### src/rtl/audio_channel_mixer.sv
// Purpose: snapshot a frame of NUM_CH samples, apply Q2.14 gains, route to L/R sums, saturate to stereo out.
// Latency: frame accepted at edge T -> out_valid high after edge T+NUM_CH+1 (one channel per cycle).
// Backpressure: out_valid/out_left/out_right hold until out_ready; in_ready stays low until the pair is taken.
module audio_channel_mixer #(
    parameter int NUM_CH      = 4,
    parameter int AUDIO_WIDTH = 24,
    parameter int GAIN_WIDTH  = 16
) (
    input  logic                          clk_100mhz,
    input  logic                          resetn,
    input  logic [NUM_CH*AUDIO_WIDTH-1:0] in_samples,
    input  logic                          in_valid,
    output logic                          in_ready,
    input  logic [NUM_CH*GAIN_WIDTH-1:0]  gain,
    input  logic [NUM_CH-1:0]             ch_enable,
    input  logic [NUM_CH-1:0]             route_left,
    input  logic [NUM_CH-1:0]             route_right,
    output logic [AUDIO_WIDTH-1:0]        out_left,
    output logic [AUDIO_WIDTH-1:0]        out_right,
    output logic                          out_valid,
    input  logic                          out_ready,
    input  logic                          clip_clear,
    output logic                          clip_flag
);

    localparam int PW   = AUDIO_WIDTH + GAIN_WIDTH;
    localparam int ACCW = PW + $clog2(NUM_CH) + 1;
    localparam int KW   = (NUM_CH > 1) ? $clog2(NUM_CH) : 1;
    localparam int FRAC = GAIN_WIDTH - 2;
    localparam logic signed [ACCW-1:0] SAT_MAX = {{(ACCW-AUDIO_WIDTH+1){1'b0}}, {(AUDIO_WIDTH-1){1'b1}}};
    localparam logic signed [ACCW-1:0] SAT_MIN = {{(ACCW-AUDIO_WIDTH+1){1'b1}}, {(AUDIO_WIDTH-1){1'b0}}};
    localparam logic [KW-1:0] K_LAST = KW'(NUM_CH - 1);

    typedef enum logic [1:0] {S_IDLE, S_ACCUM, S_OUTPUT} state_t;

    state_t                          state_q, state_d;
    logic                            in_ready_q, in_ready_d;
    logic [NUM_CH*AUDIO_WIDTH-1:0]   samp_q, samp_d;
    logic [NUM_CH*GAIN_WIDTH-1:0]    gain_q, gain_d;
    logic [NUM_CH-1:0]               mask_l_q, mask_l_d;
    logic [NUM_CH-1:0]               mask_r_q, mask_r_d;
    logic [KW-1:0]                   k_q, k_d;
    logic signed [ACCW-1:0]          acc_l_q, acc_l_d;
    logic signed [ACCW-1:0]          acc_r_q, acc_r_d;
    logic                            out_valid_q, out_valid_d;
    logic [AUDIO_WIDTH-1:0]          out_left_q, out_left_d;
    logic [AUDIO_WIDTH-1:0]          out_right_q, out_right_d;
    logic                            clip_q, clip_d;

    logic [AUDIO_WIDTH-1:0]          cur_s;
    logic [GAIN_WIDTH-1:0]           cur_g;
    logic [PW-1:0]                   prod;
    logic signed [PW-1:0]            term;
    logic signed [ACCW-1:0]          term_ext;
    logic                            sat_l, sat_r;

    // Clamp a wide accumulator to the signed output range.
    function automatic logic [AUDIO_WIDTH-1:0] saturate(input logic signed [ACCW-1:0] a);
        if (a > SAT_MAX)
            saturate = SAT_MAX[AUDIO_WIDTH-1:0];
        else if (a < SAT_MIN)
            saturate = SAT_MIN[AUDIO_WIDTH-1:0];
        else
            saturate = a[AUDIO_WIDTH-1:0];
    endfunction

    // Channel k product: sign-extended multiply (exact in PW bits), then floor shift out the Q2.14 fraction.
    always_comb begin
        cur_s    = samp_q[int'(k_q)*AUDIO_WIDTH +: AUDIO_WIDTH];
        cur_g    = gain_q[int'(k_q)*GAIN_WIDTH +: GAIN_WIDTH];
        prod     = {{GAIN_WIDTH{cur_s[AUDIO_WIDTH-1]}}, cur_s} * {{AUDIO_WIDTH{cur_g[GAIN_WIDTH-1]}}, cur_g};
        term     = $signed(prod) >>> FRAC;
        term_ext = {{(ACCW-PW){term[PW-1]}}, term};
        sat_l    = (acc_l_q > SAT_MAX) || (acc_l_q < SAT_MIN);
        sat_r    = (acc_r_q > SAT_MAX) || (acc_r_q < SAT_MIN);
    end

    // Frame sequencing: accept/snapshot, per-channel accumulate, then present and hold the stereo pair.
    always_comb begin
        state_d     = state_q;
        in_ready_d  = in_ready_q;
        samp_d      = samp_q;
        gain_d      = gain_q;
        mask_l_d    = mask_l_q;
        mask_r_d    = mask_r_q;
        k_d         = k_q;
        acc_l_d     = acc_l_q;
        acc_r_d     = acc_r_q;
        out_valid_d = out_valid_q;
        out_left_d  = out_left_q;
        out_right_d = out_right_q;
        clip_d      = clip_q;
        // Clear first so a saturation set later in this cycle takes priority.
        if (clip_clear)
            clip_d = 1'b0;
        case (state_q)
            S_IDLE: begin
                in_ready_d = 1'b1;
                if (in_valid && in_ready_q) begin
                    samp_d     = in_samples;
                    gain_d     = gain;
                    mask_l_d   = ch_enable & route_left;
                    mask_r_d   = ch_enable & route_right;
                    acc_l_d    = '0;
                    acc_r_d    = '0;
                    k_d        = '0;
                    in_ready_d = 1'b0;
                    state_d    = S_ACCUM;
                end
            end
            S_ACCUM: begin
                if (mask_l_q[k_q])
                    acc_l_d = acc_l_q + term_ext;
                if (mask_r_q[k_q])
                    acc_r_d = acc_r_q + term_ext;
                k_d = k_q + 1'b1;
                if (k_q == K_LAST)
                    state_d = S_OUTPUT;
            end
            S_OUTPUT: begin
                if (!out_valid_q) begin
                    out_left_d  = saturate(acc_l_q);
                    out_right_d = saturate(acc_r_q);
                    out_valid_d = 1'b1;
                    if (sat_l || sat_r)
                        clip_d = 1'b1;
                end else if (out_ready) begin
                    out_valid_d = 1'b0;
                    in_ready_d  = 1'b1;
                    state_d     = S_IDLE;
                end
            end
            default: state_d = S_IDLE;
        endcase
    end

    // State and datapath registers; reset discards any frame in flight.
    always_ff @(posedge clk_100mhz or negedge resetn) begin
        if (!resetn) begin
            state_q     <= S_IDLE;
            in_ready_q  <= 1'b0;
            samp_q      <= '0;
            gain_q      <= '0;
            mask_l_q    <= '0;
            mask_r_q    <= '0;
            k_q         <= '0;
            acc_l_q     <= '0;
            acc_r_q     <= '0;
            out_valid_q <= 1'b0;
            out_left_q  <= '0;
            out_right_q <= '0;
            clip_q      <= 1'b0;
        end else begin
            state_q     <= state_d;
            in_ready_q  <= in_ready_d;
            samp_q      <= samp_d;
            gain_q      <= gain_d;
            mask_l_q    <= mask_l_d;
            mask_r_q    <= mask_r_d;
            k_q         <= k_d;
            acc_l_q     <= acc_l_d;
            acc_r_q     <= acc_r_d;
            out_valid_q <= out_valid_d;
            out_left_q  <= out_left_d;
            out_right_q <= out_right_d;
            clip_q      <= clip_d;
        end
    end

    assign in_ready  = in_ready_q;
    assign out_valid = out_valid_q;
    assign out_left  = out_left_q;
    assign out_right = out_right_q;
    assign clip_flag = clip_q;

endmodule
### config.mk
export PLATFORM = sky130hd
export DESIGN_NAME = audio_channel_mixer
export DESIGN_NICKNAME = d
export VERILOG_FILES = /design/src/rtl/audio_channel_mixer.sv
export SDC_FILE = /design/constraint.sdc
export NUM_CORES = 2
export LEC_CHECK = 0
export BUFFER_PORTS_ARGS = -buffer_cell sky130_fd_sc_hd__buf_4
export CORE_UTILIZATION = 59
export CTS_CLUSTER_SIZE = 20
export DETAILED_ROUTE_END_ITERATION = 10
export MAX_ROUTING_LAYER = met4
export PLACE_DENSITY_LB_ADDON = 0.12
export SETUP_SLACK_MARGIN = 0.4
export SYNTH_ARGS = -nofsm -noshare
export SYNTH_HDL_FRONTEND = slang
export SYNTH_SLANG_ARGS = --single-unit
### constraint.sdc
create_clock -name clk_100mhz -period 12.5 [get_ports clk_100mhz]
set_clock_uncertainty 0.1 [all_clocks]
set_input_delay 2.5 -clock clk_100mhz [delete_from_list [all_inputs] [get_ports clk_100mhz]]
set_output_delay 2.5 -clock clk_100mhz [all_outputs]
set_load 0.005 [all_outputs]
==> results.md <==
* Async SR Flop Fraction at 100%
* Dpl ws at 1110 ps
* Largest net degree at the start of global routing at 105
* GRT overflow at 0
* Drt pass-1 iters at 6
* Clk_lat worst skew at 580 ps
* Vias in the first global route at 24604
* Final wirelength at 79300 um
* Routed vias/inst at 5.61
* Reg-to-reg setup timing slack at 950 ps
* DIE WIDTH at 229 um
* Hold Vio Cnt, Final at 0
* Slew Limit Fails at 0
* CTS Root Cell: clkbuf_16
* Worst min-delay path category: reg2reg
* RSZ-0062 raised after global routing: false
* Multi-input logic area at 20300 sq um
* CP max stage delay at 840 ps
* Hold EP: mask_l_q[3]
* R2R Path Start: k_q[0]
* Die Ht at 229 um
* Dpl hpwl at 61000 um
* Synth Area in Adders at 32.3%
* Worst EP arrival at 11870 ps
* CTS hold repair buffers at 0
* Mux cell area share after synthesis at 3.33%
* Critical path type: reg2reg
* CP max FO at 36
* First-pass GRT wire length at 128000 um
* GP Congestion at 0.943
* Maxcap violations at 0
* Min Tclk post-route at 11550 ps
* Initial Util at 60.2%
* Yosys reg bits at 309
* Layout area overhead at 11.6%
* Core outline area at 50500 sq um
* DRT antenna net count at 0
* Avg WL per Cell at 18.6 um
* Synth Cell Area at 30400 sq um
* Syn Area/Cell at 8.86 sq um
* Placement Cell Area at 32600 sq um
* H-tree depth at 2
* Seq/Total Area, Yosys at 25.5%
* Setup TNS at 0 ps
* CP dominant cell by count: fa_1
* Final WS setup at 946 ps
* Clock buffer depth at 3
* Synth Area in Compound Gates at 9.77%
* Yosys cell types at 71
* Nets at 4301
* Worst-Margin Slew at 1340 ps
* CTS tree: yes
* # rows at 82
* Post-synth top flop: dfrtp_1
* CP Launch Type: register
* DRT iter0 DRCs at 1713
* Clk pin slew, worst setup/hold paths at 60 ps
* Syn Nets at 4164
* Crit share post-route at 92.4%
* Yosys Warn Count at 0
* Seq. cell area at 7740 sq um
* CP Data Required Time at 12810 ps
* Syn Inst Count at 3428
* # setup viols final at 0
* Remaining DRCs at 0
* TritonCTS Sinks at 309
* GRT Overall Usage at 31.9%
* Main combinational cell family by area after synthesis: adder cells
* Post-synth EDFFs at 0
* CTS resizes at 0
* Die area at 52400 sq um
* XOR/XNOR share of the synthesized area at 2.91%
* Port-buffer cells at 227
* Slowest cell on the critical path: dfrtp_4
* Vias at 23941
* Hold Startpoint: mask_l_q[3]
* Relative slew slack at 10.5%
* Post CTS Setup Buffer Count at 0
* Layout cell share with drive strength beyond 1 at 10.7%
* Crit. End Element: register
* Status: completed
* Hold Crit Depth at 2
* Number of antenna violations at the first check in global routing at 1
* Worst R2R Path Depth at 38
* Final cell utilization of the core at 67.1%
* Final Cell Area at 33900 sq um
* Simple-Gate Fraction of Synth Area at 18.5%
* IO Pins at 228
* TritonCTS buffer count at 38
* Fillers at 4237
* Reg2Reg Capture Point: acc_l_q[41]
* Fmax at 86.5 MHz
[cell usage after synthesis, types with 60 or more instances]
cell / number / share of area (%)
nand2_1: 771 / 9.5
fa_1: 375 / 25
inv_1: 465 / 5.7
ha_1: 184 / 7.6
and2_1: 80 / 1.6
o21ai_0: 127 / 2.1
a21oi_1: 182 / 3.0
nand3_1: 104 / 1.7
nor2_1: 170 / 2.1
xnor2_1: 60 / 1.7
clkbuf_1: 131 / 1.6
dfrtp_1: 309 / 25
[final cells by class]
class	count	area share, %
tap	672	2.48
clock buffer	48	3.03
sequential	309	22.8
timing repair buffer	251	5.62
clock inverter	20	0.886
multi-input combinational	2500	60.0
inverter	465	5.15
antenna	1	0.00738
[layer usage]
| layer | GRT usage, % | part of all wire [%] |
|---|---|---|
| met4 | 7.98 | 2.2 |
| met2 | 50.2 | 48 |
| met1 | 44.5 | 45 |
| met5 | - | 0 |
| met3 | 3.27 | 5.0 |
[registers in the layout, indices dropped and copies added, names as in the netlist]
register	count
samp_q	96
gain_q	64
acc_l_q	43
acc_r_q	43
out_left	24
out_right	24
mask_l_q	4
mask_r_q	4
k_q	2
state_q	2
clip_flag	1
in_ready	1
out_valid	1
[worst max-delay path by stage]
stage                       from          end  slack, ps  cells after the start
final                     k_q[0]  acc_l_q[41]        950                     38
after floorplan           k_q[0]  acc_r_q[42]       1760                     34
after global routing      k_q[0]  acc_l_q[42]        420                     38
after global placement    k_q[0]  acc_l_q[41]       1230                     38
after detailed placement  k_q[0]  acc_l_q[39]       1110                     38
after CTS                 k_q[0]  acc_l_q[41]       1070                     38
[cell families (layout without fill, tap and decap cells)]
family,count (synthesis),after routing
DFF,309,309
xor gates and xnor gates,101,101
AOI/OAI and AO/OA,488,488
adders and majority gates,559,559
muxes,60,60
and+or+nand+nor,1292,1292
buffers and inverters,619,784
other,0,1
[worst max-delay path: cells and delay by family, from the launching register on]
kind                       cells  cell delay, ps
AOI/OAI and AO/OA             16            4410
and+or+nand+nor                6            1040
xor gates and xnor gates       2             380
DFF                            1             840
muxes                          1             360
adders and majority gates      8            3730
buffers and inverters          5             480
[layout by cell type, fill, tap and decap left out, types with 5 or more instances in the layout]
cell and n:
nand2_1 769, inv_1 465, fa_1 375, dfrtp_1 307
buf_4 249, ha_1 184, a21oi_1 182, nor2_1 169
o21ai_0 125, nand3_1 103, and2_1 80, xnor2_1 60
a21o_1 51, nor2b_1 47, xor2_1 41, clkbuf_16 38
mux4_2 29, nand2b_1 27, o21a_1 23, nor3_1 19
nand4_1 17, mux2i_1 16, and3_1 15, nor4_1 14
mux2_2 13, a211oi_1 12, or2_2 11, o21bai_1 10
o31ai_1 10, a31oi_1 9, clkbuf_1 6, o21ai_1 5
o211ai_1 5, bufinv_16 5
[per-stage QoR]
stage	cells	hold WS [ps]
finish	4266	364
global route	4265	390
CTS	4265	366
detailed placement	4197	353
global placement	4197	347
floorplan	3428	330
Power is left out: the tool's default activity adds up to more than one toggle a clock period on the data nets, which glitch-free logic cannot reach.
